### config.mk
export PLATFORM = sky130hd
export DESIGN_NAME = usb_bus_master_flat
export DESIGN_NICKNAME = d
export VERILOG_FILES = /design/src/rtl/usb_bus_pkg.sv /design/src/rtl/usb_bus_master_if.sv /design/src/rtl/usb_bus_master.sv /design/src/flat_wrapper.sv
export SDC_FILE = /design/constraint.sdc
export NUM_CORES = 1
export LEC_CHECK = 0
export ABC_AREA = 1
export CAP_MARGIN = 20
export CORE_MARGIN = 3
export CORE_UTILIZATION = 43
export DETAILED_ROUTE_END_ITERATION = 8
export GPL_TIMING_DRIVEN = 0
export HOLD_SLACK_MARGIN = 0.15
export PLACE_DENSITY = 0.75
export SLEW_MARGIN = 25
export SYNTH_ARGS = -nofsm -noshare
export SYNTH_HDL_FRONTEND = slang
export SYNTH_SLANG_ARGS = --single-unit
### constraint.sdc
create_clock -name clk -period 1.2 [get_ports clk]
set_clock_uncertainty 0.05 [all_clocks]
set_input_delay 0.12 -clock clk [delete_from_list [all_inputs] [get_ports clk]]
set_output_delay 0.12 -clock clk [all_outputs]
set_load 0.01 [all_outputs]
### src/rtl/usb_bus_pkg.sv
// Shared state encoding, default bus timing and a small helper for the USB bus master.
// Latency: none, this file holds declarations only.
// Backpressure: none, this file holds declarations only.
package usb_bus_pkg;

    typedef enum logic [2:0] {
        ST_IDLE   = 3'd0,
        ST_SETUP  = 3'd1,
        ST_STROBE = 3'd2,
        ST_HOLD   = 3'd3,
        ST_TURN   = 3'd4
    } state_e;

    localparam int DEF_ADDR_WIDTH    = 22;
    localparam int DEF_SETUP_CYCLES  = 1;
    localparam int DEF_STROBE_CYCLES = 2;
    localparam int DEF_HOLD_CYCLES   = 1;

    // Largest of three phase lengths; sizes the shared phase counter.
    function automatic int max3(input int a, input int b, input int c);
        int m;
        m = (a > b) ? a : b;
        return (m > c) ? m : c;
    endfunction

endpackage

### src/rtl/usb_bus_master_if.sv
// Command, response and parallel-bus signals of the USB bus master, bundled in one interface.
// Latency: none, wiring only.
// Backpressure: cmd_ready is driven by the master; the slave side holds cmd_* until accepted.
interface usb_bus_master_if
    import usb_bus_pkg::*;
#(
    parameter int ADDR_WIDTH = DEF_ADDR_WIDTH
) ();

    logic                  cmd_valid;
    logic                  cmd_ready;
    logic                  cmd_write;
    logic [ADDR_WIDTH-1:0] cmd_addr;
    logic [7:0]            cmd_wdata;

    logic                  rsp_valid;
    logic [7:0]            rsp_rdata;

    logic [ADDR_WIDTH-1:0] usb_addr;
    logic [7:0]            usb_data_o;
    logic                  usb_data_oe;
    logic [7:0]            usb_data_i;
    logic                  usb_rd_n;
    logic                  usb_wr_n;
    logic                  usb_ce_n;

    logic                  busy;

    modport master (
        input  cmd_valid, cmd_write, cmd_addr, cmd_wdata, usb_data_i,
        output cmd_ready, rsp_valid, rsp_rdata,
        output usb_addr, usb_data_o, usb_data_oe, usb_rd_n, usb_wr_n, usb_ce_n, busy
    );

    modport slave (
        output cmd_valid, cmd_write, cmd_addr, cmd_wdata, usb_data_i,
        input  cmd_ready, rsp_valid, rsp_rdata,
        input  usb_addr, usb_data_o, usb_data_oe, usb_rd_n, usb_wr_n, usb_ce_n, busy
    );

endinterface

### src/rtl/usb_bus_master.sv
// Purpose: turns single-byte read/write commands into CW305 parallel bus cycles (SETUP/STROBE/HOLD).
// Latency: SETUP+STROBE+HOLD cycles per transaction; read data pulses out SETUP+STROBE+1 cycles after accept.
// Backpressure: cmd_ready is high only in IDLE, one accept per transaction. Option macro: USB_BUS_MASTER_TURNAROUND_EN.
module usb_bus_master
    import usb_bus_pkg::*;
#(
    parameter int ADDR_WIDTH    = DEF_ADDR_WIDTH,
    parameter int SETUP_CYCLES  = DEF_SETUP_CYCLES,
    parameter int STROBE_CYCLES = DEF_STROBE_CYCLES,
    parameter int HOLD_CYCLES   = DEF_HOLD_CYCLES
) (
    input  logic             clk,
    input  logic             reset_n,
    usb_bus_master_if.master bus
);

    // Phase counter is loaded with length-1 on entry and the phase ends when it reads zero.
    localparam int CNT_W = $clog2(max3(SETUP_CYCLES, STROBE_CYCLES, HOLD_CYCLES) + 1);
    localparam logic [CNT_W-1:0] SETUP_LD  = CNT_W'(SETUP_CYCLES - 1);
    localparam logic [CNT_W-1:0] STROBE_LD = CNT_W'(STROBE_CYCLES - 1);
    localparam logic [CNT_W-1:0] HOLD_LD   = CNT_W'(HOLD_CYCLES - 1);

    state_e                state_q, state_d;
    logic [CNT_W-1:0]      cnt_q, cnt_d;
    logic                  accept;

    // Command fields latched at acceptance.
    logic                  wr_q, wr_d;
    logic [ADDR_WIDTH-1:0] addr_q, addr_d;
    logic [7:0]            wdata_q, wdata_d;

    // Registered bus outputs, computed from the next state so pins never glitch.
    logic [ADDR_WIDTH-1:0] usb_addr_q, usb_addr_d;
    logic [7:0]            data_o_q, data_o_d;
    logic                  oe_q, oe_d;
    logic                  rd_n_q, rd_n_d;
    logic                  wr_n_q, wr_n_d;
    logic                  ce_n_q, ce_n_d;
    logic                  rsp_valid_q, rsp_valid_d;
    logic [7:0]            rsp_rdata_q, rsp_rdata_d;

`ifdef USB_BUS_MASTER_TURNAROUND_EN
    // High for the single IDLE cycle right after a read finished.
    logic                  rd_done_q, rd_done_d;
`endif

    // Next-state, phase counter and command latching.
    always_comb begin
        state_d = state_q;
        cnt_d   = cnt_q;
        accept  = 1'b0;
        case (state_q)
            ST_IDLE: begin
                if (bus.cmd_valid) begin
                    accept  = 1'b1;
                    state_d = ST_SETUP;
                    cnt_d   = SETUP_LD;
`ifdef USB_BUS_MASTER_TURNAROUND_EN
                    if (bus.cmd_write && rd_done_q) begin
                        state_d = ST_TURN;
                        cnt_d   = '0;
                    end
`endif
                end
            end
            ST_TURN: begin
                state_d = ST_SETUP;
                cnt_d   = SETUP_LD;
            end
            ST_SETUP: begin
                if (cnt_q == '0) begin
                    state_d = ST_STROBE;
                    cnt_d   = STROBE_LD;
                end else begin
                    cnt_d = cnt_q - 1'b1;
                end
            end
            ST_STROBE: begin
                if (cnt_q == '0) begin
                    state_d = ST_HOLD;
                    cnt_d   = HOLD_LD;
                end else begin
                    cnt_d = cnt_q - 1'b1;
                end
            end
            ST_HOLD: begin
                if (cnt_q == '0) begin
                    state_d = ST_IDLE;
                    cnt_d   = '0;
                end else begin
                    cnt_d = cnt_q - 1'b1;
                end
            end
            default: begin
                state_d = ST_IDLE;
                cnt_d   = '0;
            end
        endcase

        wr_d    = accept ? bus.cmd_write : wr_q;
        addr_d  = accept ? bus.cmd_addr  : addr_q;
        wdata_d = accept ? bus.cmd_wdata : wdata_q;
    end

    // Pin values for the upcoming state; address and write data persist into IDLE.
    always_comb begin
        ce_n_d      = 1'b1;
        rd_n_d      = 1'b1;
        wr_n_d      = 1'b1;
        oe_d        = 1'b0;
        usb_addr_d  = usb_addr_q;
        data_o_d    = data_o_q;
        if (state_d == ST_SETUP || state_d == ST_STROBE || state_d == ST_HOLD) begin
            ce_n_d     = 1'b0;
            usb_addr_d = addr_d;
            oe_d       = wr_d;
            if (wr_d) begin
                data_o_d = wdata_d;
            end
        end
        if (state_d == ST_STROBE) begin
            rd_n_d = wr_d;
            wr_n_d = ~wr_d;
        end
        // Read data is sampled on the edge that leaves STROBE, which is also HOLD entry.
        rsp_valid_d = (state_q == ST_STROBE) && (state_d == ST_HOLD) && !wr_q;
        rsp_rdata_d = rsp_valid_d ? bus.usb_data_i : rsp_rdata_q;
`ifdef USB_BUS_MASTER_TURNAROUND_EN
        rd_done_d   = (state_q == ST_HOLD) && (state_d == ST_IDLE) && !wr_q;
`endif
    end

    // FSM state, phase counter and latched command.
    always_ff @(posedge clk or negedge reset_n) begin
        if (!reset_n) begin
            state_q <= ST_IDLE;
            cnt_q   <= '0;
            wr_q    <= 1'b0;
            addr_q  <= '0;
            wdata_q <= '0;
        end else begin
            state_q <= state_d;
            cnt_q   <= cnt_d;
            wr_q    <= wr_d;
            addr_q  <= addr_d;
            wdata_q <= wdata_d;
        end
    end

    // Output registers; reset drops strobes and chip enable immediately.
    always_ff @(posedge clk or negedge reset_n) begin
        if (!reset_n) begin
            usb_addr_q  <= '0;
            data_o_q    <= '0;
            oe_q        <= 1'b0;
            rd_n_q      <= 1'b1;
            wr_n_q      <= 1'b1;
            ce_n_q      <= 1'b1;
            rsp_valid_q <= 1'b0;
            rsp_rdata_q <= '0;
`ifdef USB_BUS_MASTER_TURNAROUND_EN
            rd_done_q   <= 1'b0;
`endif
        end else begin
            usb_addr_q  <= usb_addr_d;
            data_o_q    <= data_o_d;
            oe_q        <= oe_d;
            rd_n_q      <= rd_n_d;
            wr_n_q      <= wr_n_d;
            ce_n_q      <= ce_n_d;
            rsp_valid_q <= rsp_valid_d;
            rsp_rdata_q <= rsp_rdata_d;
`ifdef USB_BUS_MASTER_TURNAROUND_EN
            rd_done_q   <= rd_done_d;
`endif
        end
    end

    assign bus.cmd_ready   = (state_q == ST_IDLE);
    assign bus.busy        = (state_q != ST_IDLE);
    assign bus.usb_addr    = usb_addr_q;
    assign bus.usb_data_o  = data_o_q;
    assign bus.usb_data_oe = oe_q;
    assign bus.usb_rd_n    = rd_n_q;
    assign bus.usb_wr_n    = wr_n_q;
    assign bus.usb_ce_n    = ce_n_q;
    assign bus.rsp_valid   = rsp_valid_q;
    assign bus.rsp_rdata   = rsp_rdata_q;

endmodule

### src/flat_wrapper.sv
// flat-port wrapper written by rule: the top's interface ports become plain ports
module usb_bus_master_flat import usb_bus_pkg::*;
#(
    parameter int ADDR_WIDTH    = DEF_ADDR_WIDTH,
    parameter int SETUP_CYCLES  = DEF_SETUP_CYCLES,
    parameter int STROBE_CYCLES = DEF_STROBE_CYCLES,
    parameter int HOLD_CYCLES   = DEF_HOLD_CYCLES
)
  (clk, reset_n, bus_cmd_valid, bus_cmd_write, bus_cmd_addr, bus_cmd_wdata, bus_usb_data_i, bus_cmd_ready, bus_rsp_valid, bus_rsp_rdata, bus_usb_addr, bus_usb_data_o, bus_usb_data_oe, bus_usb_rd_n, bus_usb_wr_n, bus_usb_ce_n, bus_busy);
  usb_bus_master_if #(.ADDR_WIDTH(ADDR_WIDTH)) bus_i ();
  input  logic clk;
  input  logic reset_n;
  input wire logic [$bits(bus_i.cmd_valid)-1:0] bus_cmd_valid;
  input wire logic [$bits(bus_i.cmd_write)-1:0] bus_cmd_write;
  input wire logic [$bits(bus_i.cmd_addr)-1:0] bus_cmd_addr;
  input wire logic [$bits(bus_i.cmd_wdata)-1:0] bus_cmd_wdata;
  input wire logic [$bits(bus_i.usb_data_i)-1:0] bus_usb_data_i;
  output wire logic [$bits(bus_i.cmd_ready)-1:0] bus_cmd_ready;
  output wire logic [$bits(bus_i.rsp_valid)-1:0] bus_rsp_valid;
  output wire logic [$bits(bus_i.rsp_rdata)-1:0] bus_rsp_rdata;
  output wire logic [$bits(bus_i.usb_addr)-1:0] bus_usb_addr;
  output wire logic [$bits(bus_i.usb_data_o)-1:0] bus_usb_data_o;
  output wire logic [$bits(bus_i.usb_data_oe)-1:0] bus_usb_data_oe;
  output wire logic [$bits(bus_i.usb_rd_n)-1:0] bus_usb_rd_n;
  output wire logic [$bits(bus_i.usb_wr_n)-1:0] bus_usb_wr_n;
  output wire logic [$bits(bus_i.usb_ce_n)-1:0] bus_usb_ce_n;
  output wire logic [$bits(bus_i.busy)-1:0] bus_busy;
  assign bus_i.cmd_valid = bus_cmd_valid;
  assign bus_i.cmd_write = bus_cmd_write;
  assign bus_i.cmd_addr = bus_cmd_addr;
  assign bus_i.cmd_wdata = bus_cmd_wdata;
  assign bus_i.usb_data_i = bus_usb_data_i;
  assign bus_cmd_ready = bus_i.cmd_ready;
  assign bus_rsp_valid = bus_i.rsp_valid;
  assign bus_rsp_rdata = bus_i.rsp_rdata;
  assign bus_usb_addr = bus_i.usb_addr;
  assign bus_usb_data_o = bus_i.usb_data_o;
  assign bus_usb_data_oe = bus_i.usb_data_oe;
  assign bus_usb_rd_n = bus_i.usb_rd_n;
  assign bus_usb_wr_n = bus_i.usb_wr_n;
  assign bus_usb_ce_n = bus_i.usb_ce_n;
  assign bus_busy = bus_i.busy;
  usb_bus_master #(.ADDR_WIDTH(ADDR_WIDTH), .SETUP_CYCLES(SETUP_CYCLES), .STROBE_CYCLES(STROBE_CYCLES), .HOLD_CYCLES(HOLD_CYCLES)) u_core (.clk(clk), .reset_n(reset_n), .bus(bus_i));
endmodule
Word-level counts from Yosys, hierarchy flattened
Index checks and enable logic that the tools add are counted.
{"block": "classes", "n_reduce_logical": 10, "eq_ne": 8, "n_mux": 18, "bitwise": 1, "add_sub_neg": 1}
{"cell": "$mux 22", "count": 1}
{"cell": "$pmux 3 s5", "count": 1}
{"cell": "$eq 3x2->1 const B", "count": 4}
{"cell": "$mux 3", "count": 4}
{"cell": "$mux 8", "count": 1}
{"cell": "$mux 1", "count": 7}
{"cell": "$eq 3x1->1 const B", "count": 2}
{"cell": "$mux 2", "count": 3}
{"cell": "$pmux 2 s3", "count": 1}
{"cell": "$eq 3x3->1 const B", "count": 1}
{"cell": "$logic_not 3->1", "count": 1}
{"cell": "$reduce_bool 3->1", "count": 1}
{"cell": "$logic_and 1x1->1", "count": 2}
{"cell": "$logic_not 2->1", "count": 1}
{"cell": "$logic_or 1x1->1", "count": 2}
{"cell": "$ne 2x2->1 const B", "count": 1}
{"cell": "$reduce_and 2->1", "count": 1}
{"cell": "$reduce_or 2->1", "count": 1}
{"cell": "$sub 2x1->2 const B", "count": 1}
{"cell": "$logic_not 1->1", "count": 1}
{"cell": "$not 1->1", "count": 1}
{"block": "totals", "out_inout_bits": 45, "input_bits": 42, "regBits": 79}

Logic depth before layout (Yosys ltp)
Gate-level depths: netlist of the first run.
{"block": "depth", "depth_word": 7, "depth_mapped": 10}

Worst setup path before layout of the first run
OpenSTA, ideal clock, no wires.
{"block": "synth_path", "path_kind": "flip-flop to flip-flop", "start": "register u_core.state_q[1]", "end": "register u_core.data_o_q[0] (netlist: u_core.bus.usb_data_o[0])", "stages_incl_launch_ff": 8, "arrival_time_ps": 1141, "period_less_slack_ps": 1308, "setup_ps": 117, "required_time_ps": 1033, "path_buffers": 1, "setup_slack_ps": -108, "cell_sequence": "dfrtp_1 > nor2_4 > nand3_4 > nor2_2 > nor2_4 > buf_4 > nand3_1 > nand2_1"}
{"element": "start: declaration", "line_no": "usb_bus_master.sv:23", "source": "state_e state_q, state_d;"}
{"element": "start signal: assignment", "line_no": "usb_bus_master.sv:142", "source": "state_q <= state_d;"}
{"element": "$logic_not 3->1", "line_no": "usb_bus_master.sv:52", "source": "case (state_q)"}
{"element": "$mux 1", "line_no": "usb_bus_master.sv:52"}
{"element": "$mux 1", "line_no": "usb_bus_master.sv:100", "source": "wr_d = accept ? bus.cmd_write : wr_q;"}
{"element": "named net u_core.wr_d", "line_no": "usb_bus_master.sv:28", "source": "logic wr_q, wr_d;"}
{"element": "$reduce_and 2->1 (no source line)"}
{"element": "end signal: assignment", "line_no": "usb_bus_master.sv:166", "source": "data_o_q <= data_o_d;"}
{"element": "end: declaration", "line_no": "usb_bus_master.sv:34", "source": "logic [7:0] data_o_q, data_o_d;"}
The timed path passes the listed nets, and every way through them passes these cells.
A chain may end at the register's enable or synchronous reset.

Worst setup path after layout of the first run
{"block": "layout_path", "start": "register u_core.state_q[1]", "end": "register u_core.data_o_q[0] (netlist: u_core.bus.usb_data_o[0])"}
{"block": "layout_between", "elab_chain_len": 6}
{"element": "$eq 3x2->1 (tied with other cells)", "line_no": "usb_bus_master.sv:52"}
{"element": "$pmux 3 s5", "line_no": "usb_bus_master.sv:52"}
{"element": "$eq 3x1->1 or $eq 3x2->1 (tied branches)", "line_no": "usb_bus_master.sv:113", "source": "if (state_d == ST_SETUP || state_d == ST_STROBE || state_d == ST_HOLD) begin"}
{"element": "$logic_or 1x1->1 (2 in a row)", "line_no": "usb_bus_master.sv:113"}
{"element": "$reduce_and 2->1 (no source line)"}
Parallel ways exist; a longest one is shown, timed or not.

==> results of run 1 <==
-- worst paths after layout --
| path | startpoint | to | slack [ns] | depth (start not counted) |
|---|---|---|---|---|
| max | u_core.state_q[1] | u_core.bus.usb_data_o[0] | -0.36 | 9 |
| min | reset_n | u_core.addr_q[14] | 0.20 | 2 |
| max reg2reg | u_core.state_q[1] | u_core.bus.usb_data_o[0] | -0.36 | 9 |
| min reg2reg | u_core.addr_q[14] | u_core.addr_q[14] | 0.42 | 2 |
| max in group asynchronous | reset_n | u_core.bus.usb_rd_n | 0.25 | 3 |
| min in group clk | bus_usb_data_i[3] | u_core.bus.rsp_rdata[3] | 0.24 | 3 |
-- kinds of logic after synthesis --
family,count (synthesis),share of synthesized area
AO/OA/AOI/OAI,34,0.08385
AND/OR/NAND/NOR,172,0.2213
other,1,0.001163
buffers and inverters,56,0.07919
flip-flops,79,0.6145
-- what timing repair did --
action / in CTS / in global routing
gates cloned: 3 / 5
setup endpoints to repair: 119 / 99
buffers inserted: 5 / 12
pin swaps: 3 / 12
endpoints found under the hold margin: 78 / 0
hold buffers: 1 / 0
gates resized for setup: 109 / 95
-- power by group through the flow --
stage / Clock [mW] / Combinational (mW) / Sequential (mW)
after detailed placement: 0 / 5.15 / 4.45
after global routing: 2.29 / 7.18 / 4.64
after CTS: 2.16 / 5.15 / 4.40
after floorplan: 0 / 2.70 / 4.67
after global placement: 0 / 5.00 / 4.42
final: 2.14 / 6.55 / 4.51
-- cell type report --
type / count / area, um2 / share of cell area
Sequential cell: 79 / 1982 / 0.3923
Multi-Input combinational cell: 209 / 1234 / 0.2442
Timing Repair Buffer: 110 / 1121 / 0.2219
Inverter: 44 / 187.7 / 0.03715
Buffer: 12 / 176.4 / 0.03492
Clock buffer: 11 / 131.4 / 0.02600
Tap cell: 96 / 120.1 / 0.02377
Clock inverter: 5 / 83.83 / 0.01659
Timing Repair inverter: 1 / 16.27 / 0.003219
-- worst reg2reg max path, delay by kind of cell (launching register included) --
family | cells | cell delay, ns
AND/OR/NAND/NOR | 6 | 0.60
buffers and inverters | 3 | 0.36
flip-flops | 1 | 0.43
-- synth_stat cells --
master	number
inv_4	1
dfrtp_1	76
buf_4	6
buf_6	2
dfstp_2	3
nand3_4	1
o21ai_2	26
inv_1	40
nor2_1	4
nand3_1	11
o21ai_1	4
nand2_2	2
o21ai_0	2
nor2_2	2
nand2_1	148
o211ai_1	1
nand2_4	1
nor2_4	3
clkinv_1	1
conb_1	1
inv_2	2
buf_2	4
a21oi_1	1
-- metal layers --
layer	global-route usage	vias to the layer above	share of wire
met5	0	-	0
met4	0.05941	0	0.014
met1	0.2249	1288	0.41
met2	0.3015	74	0.52
met3	0.06336	13	0.057
li1	-	1285	-
-- registers in the layout, indices dropped and copies added (netlist names) --
| signal | flops |
|---|---|
| u_core.bus.usb_wr_n | 1 |
| u_core.bus.usb_addr | 22 |
| u_core.addr_q | 22 |
| u_core.bus.usb_data_oe | 1 |
| u_core.bus.usb_rd_n | 1 |
| u_core.cnt_q | 2 |
| u_core.bus.rsp_valid | 1 |
| u_core.wr_q | 1 |
| u_core.bus.rsp_rdata | 8 |
| u_core.bus.usb_ce_n | 1 |
| u_core.wdata_q | 8 |
| u_core.bus.usb_data_o | 8 |
| u_core.state_q | 3 |
-- per-stage QoR --
step	TNS, ns	hold slack, ns
6_report	-16.10	0.2001
5_1_grt	-21.60	0.2066
4_1_cts	-11.65	0.1916
3_5_place_dp	-19.60	0.03452
3_3_place_gp	-232.59	0.4005
2_1_floorplan	-2.566	-0.2256
-- layout by cell type (no fill, tap or decap), drive strengths merged --
cell           netlist  final
nand2              151    153
dfrtp               76     76
inv                 43     43
clkdlybuf4s50        0     40
buf                 12     37
clkdlybuf4s15        0     32
o21ai               32     32
clkbuf               0     22
nand3               12     12
nor2                 9      9
dfstp                3      3
clkinv               1      3
clkinvlp             0      2
bufinv               0      2
o211ai               1      1
a21oi                1      1
dlygate4sd3          0      1
dlygate4sd2          0      1
conb                 1      1
==> results by group, run 1 <==
Placement
  – Dpl hpwl: 5027 um
  – DP Area: 4253 um2
  – Gpl congestion: 0.7650
  – Dpl cells: 525
  – I/O Buffers: 86
  – Pre-CTS WS: -0.3892 ns

Critical path
  – CP bufs+invs: 3
  – CP Data Required Time: 1.39 ns
  – Largest stage delay on the critical path: 0.43 ns
  – CP Capture Type: register
  – Crit path max-delay family: simple AND/OR/NAND/NOR gates
  – Critical-path cell list: buf_4 -> inv_1 -> nand2_1 -> nand3_4 -> nand2_8 -> buf_4 -> nand2_4 -> nand2_1 -> nand2_1
  – Arr. time, crit path: 1.75 ns
  – CP dominant cell by count: nand2_1
  – Crit Path Max Fanout: 7
  – CP Class: register to register
  – CP Launch Type: register
  – Worst path slowest cell: dfrtp_1

Synthesis
  – Cell count after synthesis: 342
  – Synthesized area per cell: 9.424 um2
  – Syn_nets: 384
  – Mapped Area: 3223 um2
  – Yosys reg bits: 79
  – Synth top area share: 0.5901
  – Distinct cells, synth: 23
  – Area leader, netlist: dfrtp_1
  – YS warnings: 0
  – Register area share after synthesis: 0.6145
  – Synth area leaders: dfrtp_1 (59%), nand2_1 (17%), o21ai_2 (7.1%)

Clock tree
  – CTS tree: yes
  – Clk Latency, worst-skew pair: 0.35 ns
  – H-tree Lvls: 3
  – Clock Pin Slew Worst Setup and Hold Paths: 0.08 ns
  – Clock sinks: 79
  – CTS Buffer Depth: 2
  – Clock root cell: clkbuf_8
  – CTS Buf Count: 9

Outcome
  – Failing checks: setup timing
  – Run status: complete, but fails checks

Detailed routing
  – Vias per cell: 4.691
  – Detail Route Antenna Nets: 0
  – Vias: 2,660
  – Initial DRC Count: 95
  – Routed wire length: 8326 um
  – Initial DRT Pass Iterations: 4
  – DRC viols: 0
  – WL/cell: 14.68 um

Timing
  – Final Hold Vio Count: 0
  – Final setup viols: 79
  – Minimum clock period: 1.560 ns
  – Setup ws final: -0.3604 ns
  – RSZ-0062 raised after global routing: true
  – Fin. max-slew vios: 0
  – Highest clock rate: 640.8 MHz
  – Final Cycle Share: 1.300

Global route
  – Largest net degree at the start of global routing: 50
  – Initial antenna violation count: 0
  – Grt ovf: 0
  – Total GRT Usage: 0.1828
  – Number of global-route vias before repair: 2,580
  – First-pass GRT wire length: 12,260 um

Final layout
  – Syn-to-layout area delta: 56.75%
  – Final non-filler cell total: 567
  – Ant diodes: 0
  – Final design utilization: 0.7198
  – NumNets Final: 508
  – FILL cells: 512
  – Layout cells sized above 1: 0.3079
  – Post-route cell area: 5052 um2

Power and ir drop
  – P_int: 8.200 mW
  – Comb power frac: 0.496
  – Net Sw Frac: 0.3788
  – Sw Pwr: 5.001 mW
  – Pwr dens: 2613 nW/um2
  – Power Total: 13.20 mW
  – Worst IR drop on VDD: 1.420 mV
  – Sequential share of power: 0.342
  – Clk pwr share: 0.162
  – Leak: 2.555 nW

Die
  – Die W: 92.58 um
  – Die Area: 8570 um2
  – Die Y: 92.58 um
  – Num rows: 30
  – Ports: 87
  – Starting Density: 0.4592
  – Core area: 7019 um2

Run
  – MaxCap Viol Count: 0

Hold path
  – Hold crit path type: input port to asynchronous set/reset pin
Note: power is estimated with default switching activity, not from simulation.
==> run 2: changes to the inputs <==
--- a/config.mk
+++ b/config.mk
@@ -8,11 +8,11 @@
 export ABC_AREA = 1
 export CAP_MARGIN = 20
 export CORE_MARGIN = 3
-export CORE_UTILIZATION = 43
+export CORE_UTILIZATION = 48
 export DETAILED_ROUTE_END_ITERATION = 8
 export GPL_TIMING_DRIVEN = 0
 export HOLD_SLACK_MARGIN = 0.15
-export PLACE_DENSITY = 0.75
+export PLACE_DENSITY = 0.79
 export SLEW_MARGIN = 25
 export SYNTH_ARGS = -nofsm -noshare
 export SYNTH_HDL_FRONTEND = slang
==> constraint.sdc (replaced) <==
create_clock -name clk -period 1.6 [get_ports clk]
set_clock_uncertainty 0.05 [all_clocks]
set_input_delay 0.16 -clock clk [delete_from_list [all_inputs] [get_ports clk]]
set_output_delay 0.16 -clock clk [all_outputs]
set_load 0.01 [all_outputs]
==> results by group, run 2 (synthesis results as in run 1) <==
Final layout
  – Final non-filler cell total: 528 (-6.9%)
  – Commonest cells after routing, fill and taps aside: nand2_1 (148), clkdlybuf4s50_1 (80), dfrtp_1 (76)
  – Syn-to-layout area delta: 39.44%
  – Ant diodes: 0 (unchanged)
  – Final design utilization: 0.6998 (-0.02000)
  – FILL cells: 538 (+5.1%)
  – Post-route cell area: 4494 um2 (-11%)
  – NumNets Final: 488 (-3.9%)
  – Layout cells sized above 1: 0.1685 (-0.1393)
  – Commonest non-fill, non-tap cell in the layout: nand2_1
  – Multi-input gate area: 997.2 um2 (-19%)
  – Sequential Area: 1981 um2 (about the same)

Power and ir drop
  – Worst IR drop on VDD: 0.9058 mV (-36%)
  – Pwr dens: 1982 nW/um2 (-24%)
  – Leak: 2.290 nW (-10%)
  – Power Total: 8.909 mW (-33%)

Detailed routing
  – Vias per cell: 4.689 (about the same)
  – Routed wire length: 7021 um (-16%)
  – WL/cell: 13.30 um (-9.4%)
  – DRC viols: 0 (unchanged)
  – Initial DRC Count: 120 (+26%)
  – Detail Route Antenna Nets: 0 (unchanged)
  – Vias: 2,476 (-6.9%)
  – Initial DRT Pass Iterations: 4 (unchanged)

Die
  – Die Y: 87.95 um (-5.0%)
  – Core area: 6422 um2 (-8.5%)
  – Starting Density: 0.5019 (+0.04267)
  – Die Area: 7734 um2 (-9.8%)
  – Num rows: 29 (-3.3%)
  – Ports: 87 (unchanged)
  – Die W: 87.95 um (-5.0%)

Timing
  – Setup ws final: 0.06871 ns (+0.4292 ns)
  – Highest clock rate: 653.0 MHz
  – Final setup viols: 0 (-100%)
  – Final Hold Vio Count: 0 (unchanged)
  – Final Cycle Share: 0.9571
  – Worst Hold Slack: 0.2584 ns (+0.05832 ns)
  – Setup TNS: 0 ns (+16.10 ns)
  – Minimum clock period: 1.531 ns
  – Fin. max-slew vios: 0 (unchanged)

Critical path
  – Critical-path cell list: inv_2 -> nand2_1 -> inv_1 -> dlygate4sd2_1
  – Crit Path Max Fanout: 5 (-2)
  – Worst path slowest cell: dfrtp_1
  – CP Capture Type: output pin
  – Arr. time, crit path: 1.32 ns (-0.43 ns)
  – CP Launch Type: register
  – FF-to-FF setup slack: 0.10 ns (+0.46 ns)
  – CP Class: register to output pin
  – CP bufs+invs: 3 (unchanged)
  – Largest stage delay on the critical path: 0.42 ns (about the same)
  – Crit path max-delay family: buffers and inverters
  – RR Endpoint: u_core.bus.usb_addr[2]
  – CP Data Required Time: 1.39 ns (about the same)
  – Reg-to-reg startpoint: u_core.state_q[0]
  – Worst-case reg-to-reg path depth: 10 (+1)

Global route
  – Largest net degree at the start of global routing: 44 (-12%)
  – Number of global-route vias before repair: 2,446 (-5.2%)
  – Grt ovf: 0 (unchanged)
  – Total GRT Usage: 0.1925 (+0.009658)
  – First-pass GRT wire length: 11,390 um (-7.1%)
  – Initial antenna violation count: 0 (unchanged)

Clock tree
  – Clock sinks: 79 (unchanged)
  – Clock root cell: clkbuf_8
  – Clock Pin Slew Worst Setup and Hold Paths: 0.08 ns (about the same)
  – CTS Buf Count: 9 (unchanged)
  – H-tree Lvls: 3 (unchanged)
  – CTS tree: yes
  – CTS Buffer Depth: 2 (unchanged)
  – Clk Latency, worst-skew pair: 0.34 ns (about the same)

Run
  – MaxCap Viol Count: 0 (unchanged)

Placement
  – Dpl hpwl: 4968 um (-1.2%)
  – DP Area: 4198 um2 (-1.3%)
  – Gpl congestion: 0.7679 (+0.38%)
  – I/O Buffers: 86 (unchanged)
  – Pre-CTS WS: -0.02119 ns (+0.3680 ns)
  – Dpl cells: 506 (-3.6%)

Outcome
  – Run status: completed

Hold path
  – Hold crit path type: input port to asynchronous set/reset pin
[run 2: changes by cell type in the layout (fill, tap and decap cells not counted), sizes merged, moves of 2 or more]
cell | before | now
clkdlybuf4s50 | 40 | 80
clkdlybuf4s15 | 32 | 0
buf | 37 | 18
clkbuf | 22 | 11
dlygate4sd2 | 1 | 5
clkinv | 3 | 1
nand2 | 153 | 151
[run 2: worst reg2reg max path, delay by kind of cell, from the launching register on]
| kind | cells | cell delay (ns) |
|---|---|---|
| buffers and inverters | 4 | 0.42 |
| flip-flops | 1 | 0.42 |
| AND/OR/NAND/NOR | 6 | 0.52 |
[run 2: power by group]
part / total [mW] / internal, mW / switching (mW)
sequential: 3.28 / 2.91 / 0.373
clock: 1.73 / 1.04 / 0.694
combinational: 3.89 / 1.82 / 2.07
[run 2: layout make-up]
class	instances	area share
clock buffer	11	0.02923
tap	77	0.02144
sequential	79	0.4407
timing repair buffer	92	0.2030
clock inverter	5	0.02366
timing repair inverter	1	0.001670
inverter	44	0.03814
buffer	12	0.02032
multi-input combinational	207	0.2219
[run 2: worst max path at each step]
stage | start | end | cells past startpoint
4_1_cts | u_core.state_q[1] | bus_cmd_ready | 4
3_5_place_dp | bus_cmd_valid | u_core.bus.usb_data_o[2] | 10
5_1_grt | u_core.state_q[0] | u_core.bus.usb_addr[18] | 10
3_3_place_gp | reset_n | u_core.bus.rsp_rdata[2] | 1
2_1_floorplan | u_core.state_q[1] | u_core.bus.usb_data_o[0] | 7
6_report | u_core.state_q[2] | bus_cmd_ready | 4
[run 2: repair_timing]
item                                    4_1_cts  5_1_grt
pin swaps                                     0        1
setup buffers                                 2        2
hold buffers                                  1        0
endpoints found under the hold margin        72        0
resized for setup                             5        5
endpoints found under the setup margin        5       19
gates cloned                                  0        1
[run 2: routing by layer]
layer	global-route usage	wire, um	up-vias
met5	0	0	-
met4	0.04603	39	0
met3	0.06209	442	5
met2	0.3226	3575	71
met1	0.2438	2965	1163
li1	-	-	1237
